**config.mk**
```make
export PLATFORM = sky130hd
export DESIGN_NAME = program_loader
export DESIGN_NICKNAME = d
export VERILOG_FILES = /design/src/rtl/program_loader.sv
export SDC_FILE = /design/constraint.sdc
export NUM_CORES = 1
export LEC_CHECK = 0
export BUFFER_PORTS_ARGS = -buffer_cell sky130_fd_sc_hd__buf_2
export CAP_MARGIN = 20
export CORE_UTILIZATION = 37
export CTS_BUF_LIST = sky130_fd_sc_hd__clkbuf_8
export DETAILED_ROUTE_END_ITERATION = 8
export GPL_TIMING_DRIVEN = 0
export PLACE_DENSITY = 0.61
export SKIP_LAST_GASP = 1
export SYNTH_ARGS = -nofsm -noshare
export SYNTH_HDL_FRONTEND = slang
export SYNTH_SLANG_ARGS = --single-unit
```
**constraint.sdc**
```tcl
create_clock -name clock -period 5.5 [get_ports clock]
set_input_delay 1.1 -clock clock [delete_from_list [all_inputs] [get_ports clock]]
set_output_delay 1.1 -clock clock [all_outputs]
set_load 0.05 [all_outputs]
```
**src/rtl/program_loader.sv**
```systemverilog
// UART-fed program loader: receives a length-prefixed little-endian image
// and writes it word by word into the core's instruction memory.
module program_loader #(
    parameter int DataWidth     = 32,
    parameter int AddrWidth     = 10,
    parameter int TimeoutCycles = 1000000
) (
    input  logic                 clock,
    input  logic                 reset,
    input  logic                 load_req,
    input  logic                 rx_valid,
    input  logic [7:0]           rx_data,
    output logic [DataWidth-1:0] program_in,
    output logic [AddrWidth-1:0] address_in,
    output logic                 prog_we,
    output logic                 core_reset,
    output logic                 busy,
    output logic                 done,
    output logic                 error
);

    localparam int NB = DataWidth / 8;
    localparam int IW = (NB > 1) ? $clog2(NB) : 1;
    localparam int CW = AddrWidth + 1;
    localparam int TW = $clog2(TimeoutCycles + 1);
    localparam logic [16:0] MaxLen = 17'(2 ** AddrWidth);

    typedef enum logic [2:0] {
        RUN, LEN0, LEN1, WORD, WRITE, FINISH, ERR
    } state_e;

    state_e                 state_q;
    logic [15:0]            len_q;
    logic [CW-1:0]          cnt_q;
    logic [IW-1:0]          idx_q;
    logic [TW-1:0]          timer_q;
    logic [DataWidth-1:0]   word_q;
    logic [DataWidth-1:0]   word_d;
    logic [DataWidth-1:0]   data_q;
    logic [AddrWidth-1:0]   addr_q;
    logic [16:0]            cnt_nxt;
    logic [16:0]            len_new;
    logic                   timeout;

    always_comb begin
        word_d = word_q;
        word_d[{idx_q, 3'b000} +: 8] = rx_data;
    end

    assign cnt_nxt = 17'(cnt_q) + 17'd1;
    assign len_new = {1'b0, rx_data, len_q[7:0]};
    assign timeout = (timer_q == TW'(TimeoutCycles - 1));

    always_ff @(posedge clock or posedge reset) begin
        if (reset) begin
            state_q <= RUN;
            len_q   <= '0;
            cnt_q   <= '0;
            idx_q   <= '0;
            timer_q <= '0;
            word_q  <= '0;
            data_q  <= '0;
            addr_q  <= '0;
        end else begin
            unique case (state_q)
                RUN, ERR: begin
                    if (load_req) begin
                        state_q <= LEN0;
                        cnt_q   <= '0;
                        idx_q   <= '0;
                        timer_q <= '0;
                    end
                end
                LEN0: begin
                    if (rx_valid) begin
                        len_q[7:0] <= rx_data;
                        timer_q    <= '0;
                        state_q    <= LEN1;
                    end else if (timeout) begin
                        state_q <= ERR;
                    end else begin
                        timer_q <= timer_q + 1'b1;
                    end
                end
                LEN1: begin
                    if (rx_valid) begin
                        len_q[15:8] <= rx_data;
                        timer_q     <= '0;
                        idx_q       <= '0;
                        if (len_new == 17'd0)
                            state_q <= FINISH;
                        else if (len_new > MaxLen)
                            state_q <= ERR;
                        else
                            state_q <= WORD;
                    end else if (timeout) begin
                        state_q <= ERR;
                    end else begin
                        timer_q <= timer_q + 1'b1;
                    end
                end
                WORD: begin
                    if (rx_valid) begin
                        word_q  <= word_d;
                        timer_q <= '0;
                        if (idx_q == IW'(NB - 1)) begin
                            // Capture now so prog_we and data line up in WRITE.
                            data_q  <= word_d;
                            addr_q  <= cnt_q[AddrWidth-1:0];
                            idx_q   <= '0;
                            state_q <= WRITE;
                        end else begin
                            idx_q <= idx_q + 1'b1;
                        end
                    end else if (timeout) begin
                        state_q <= ERR;
                    end else begin
                        timer_q <= timer_q + 1'b1;
                    end
                end
                WRITE: begin
                    cnt_q <= cnt_q + CW'(1);
                    if (cnt_nxt == {1'b0, len_q})
                        state_q <= FINISH;
                    else
                        state_q <= WORD;
                end
                FINISH: state_q <= RUN;
                default: state_q <= RUN;
            endcase
        end
    end

    assign program_in = data_q;
    assign address_in = addr_q;
    assign prog_we    = (state_q == WRITE);
    assign done       = (state_q == FINISH);
    assign error      = (state_q == ERR);
    assign core_reset = (state_q != RUN);
    assign busy       = state_q inside {LEN0, LEN1, WORD, WRITE, FINISH};

endmodule

```
==> metrics.yaml <==
route:
  avgRoutedWirePerCell_um: 16.8
  num_vias: 4970
  drt_first_iter_violations: 376
  drc_errors: 0
  drt_pass1_iterations: 4
  wl_met2_mm: 7.24
  met3_wirelength_um: 689
  viasPerCell: 5.38
  drt-total-wl_mm: 15.5
  wl_met1_mm: 7.35
  detail-route-antenna-nets: 0
  routed.top_layer: "met4"
synth:
  synth_nets: 637
  synth_cells: 617
  syn_area_per_cell_um2: 10.0
  yosys_warnings: 0
  ys_async_sr_fraction: 1.00
  yosysUniqueCellTypes: 49
  synth_area_um2: 6180
  seq_area_frac_synth: 0.510
  ys_seq_elements: 126
  synth_ff_type: "dfrtp_1"
  synth_edf_count: 0
die:
  die_w_um: 131
  row_count: 46
  die_height_um: 131
  coreArea_um2: 16100
  start_util: 0.384
  dieArea_um2: 17200
  ios: 59
clock_tree:
  clockRootBuffer: "clkbuf_8"
  clk_latency_ns: 0.45
  h-tree-depth: 4
  clock_sinks: 126
  cts_max_path_buffers: 2
  cts_buffers: 17
  clk_pin_slew_ns: 0.07
  post_cts_buffers: 0
  cts_hold_buf: 0
  cts_tree: "built"
  cts-resized-gates: 0
flow_run:
  cap_violations: 0
cells_and_area:
  final_layout_size_suffix_gt1_frac: 0.190
  ff_latch_area_um2: 3150
  instances_no_fill: 923
  fillCellCount: 1581
  multiInputGateArea_um2: 2830
  synthToLayoutAreaGrowth_pct: 16.5
  diodes: 0
  nets: 714
placement:
  post-dp-hpwl_mm: 10.5
  placed_cells: 891
  gp_congestion: 0.806
  portBuffers: 57
sta:
  final_max_slew_viol_count: 0
  setup_viol: 0
  tns_ns: 0
  worst_clock_skew_ns: 0.0147
  worst_slew_pin_slew_ns: 0.972
  slew_headroom: 0.347
  hold_violations: 0
  fin_crit_ns: 3.12
  timing.fmax_ghz: 0.321
  rsz0062_at_grt: "no"
  period_share: 0.566
grt:
  grt_pass1_vias: 5001
  grt_max_degree: 88
  overflow: 0
  antenna_found_initial: 0
  grt_pass1_wl_mm: 26.0
  track_usage: 0.191
setup_path:
  start_kind: "register"
  cp.arrival_ns: 2.02
  crit_type: "reg2out"
  r2r_end: "word_q[2]"
  worstReg2RegStart: "idx_q[0]"
  crit_required_ns: 4.40
  cp_max_fo: 10
  rr_worst_depth: 7
  r2r_slack_ns: 2.69
  cp-end-kind: "primary output"
hold_path:
  hold_end: "word_q[21]"
  hold_class: "reg2reg"
  hp-start: "word_q[21]"
  whs_path_depth: 1
power:
  p_leak_nw: 3.30
  ir_drop_mv: 0.286
  power.density_nw_per_um2: 471
run_status:
  status: "finished, final reports clean"
layout make-up:
| cell class | count | share of cell area |
|---|---|---|
| Sequential cell | 126 | 0.438 |
| Multi-Input combinational cell | 445 | 0.394 |
| Timing Repair Buffer | 58 | 0.0435 |
| Clock buffer | 21 | 0.0402 |
| Tap cell | 216 | 0.0375 |
| Buffer | 38 | 0.0228 |
| Clock inverter | 11 | 0.0195 |
| Inverter | 8 | 0.00487 |
placed cells by master, fill, tap and decap left out, types with 3 or more instances in the layout:
cell type / instances
buf_4: 3
ha_1: 8
mux2_2: 28
clkbuf_8: 21
bufinv_16: 3
nor4_1: 12
nor2b_1: 35
and2_1: 5
nand2_1: 37
xor2_1: 10
a21oi_1: 70
nor4b_1: 8
dfrtp_1: 126
xnor2_1: 23
nand3_1: 14
a22o_1: 35
nor2_1: 77
inv_1: 8
buf_2: 65
o31ai_1: 3
buf_1: 3
clkbuf_1: 24
nor3_1: 9
nand4_1: 4
o21ai_0: 26
a31oi_1: 4
a211oi_1: 3
and4_1: 3
and3_1: 8
critical path, stage by stage (launching register included):
cell,delay (ns)
dfrtp_1,0.36
clkbuf_1,0.34
nor2_1,0.14
nand2_1,0.15
clkinv_1,0.26
buf_2,0.31
layer usage:
layer / vias up / GRT usage
li1: 2330 / -
met1: 2505 / 0.256
met2: 123 / 0.299
met3: 12 / 0.0471
met4: 0 / 0.0685
met5: - / 0
kinds of logic (layout without fill, tap and decap cells):
logic type,after synthesis,after routing,synth area share
flip-flops,126,126,0.510
AO/OA/AOI/OAI,150,150,0.153
XOR/XNOR,33,33,0.0468
adder cells (fa/ha/maj),9,9,0.0178
multiplexers,29,29,0.0526
buffers and inverters,46,136,0.0314
AND/OR/NAND/NOR,224,224,0.188
how the worst max path moves through the flow:
stage | startpoint | to | slack, ns
finish | state_q[0] | prog_we | 2.38
global route | state_q[0] | prog_we | 2.22
CTS | state_q[0] | prog_we | 2.35
detailed placement | load_req | timer_q[7] | 2.34
global placement | reset | cnt_q[2] | -0.27
floorplan | reset | address_in[0] | 1.04
flip-flops by register name, indices dropped and copies added (netlist names):
| name | flops |
|---|---|
| address_in | 10 |
| cnt_q | 11 |
| idx_q | 2 |
| len_q | 16 |
| program_in | 32 |
| state_q | 3 |
| timer_q | 20 |
| word_q | 32 |
through the flow:
stage	instance area, µm²	hold WS, ns	util	worst slack (ns)	power (mW)
floorplan	6180	0.458	-	1.04	2.22
finish	7200	0.494	0.447	2.38	3.39
global route	7200	0.508	0.447	2.22	3.59
global placement	6740	0.475	0.418	-0.270	2.49
detailed placement	6770	0.473	0.420	2.34	2.53
CTS	7200	0.499	0.447	2.35	3.42
cell usage after synthesis (4+ instances only):
master | instances | area share
clkbuf_1 | 24 | 0.015
ha_1 | 8 | 0.016
xor2_1 | 10 | 0.014
mux2_2 | 28 | 0.051
and2_1 | 5 | 0.0051
xnor2_1 | 23 | 0.033
a31oi_1 | 4 | 0.0040
nor4_1 | 12 | 0.012
buf_2 | 8 | 0.0065
nor2_1 | 77 | 0.047
nand2_1 | 37 | 0.022
a22o_1 | 35 | 0.050
inv_1 | 7 | 0.0043
nor2b_1 | 35 | 0.035
dfrtp_1 | 126 | 0.51
nor4b_1 | 8 | 0.011
nand4_1 | 4 | 0.0040
nor3_1 | 9 | 0.0073
o21ai_0 | 26 | 0.021
nand3_1 | 14 | 0.011
and3_1 | 8 | 0.0081
a21oi_1 | 70 | 0.057
power breakdown:
part           internal [mW]  leakage (nW)  total (mW)  switching, mW
Sequential              1.13          1.70        1.27          0.148
Clock                  0.493         0.220       0.867          0.374
Combinational          0.397          1.38        1.25          0.854
(Power assumes the default switching activity.)
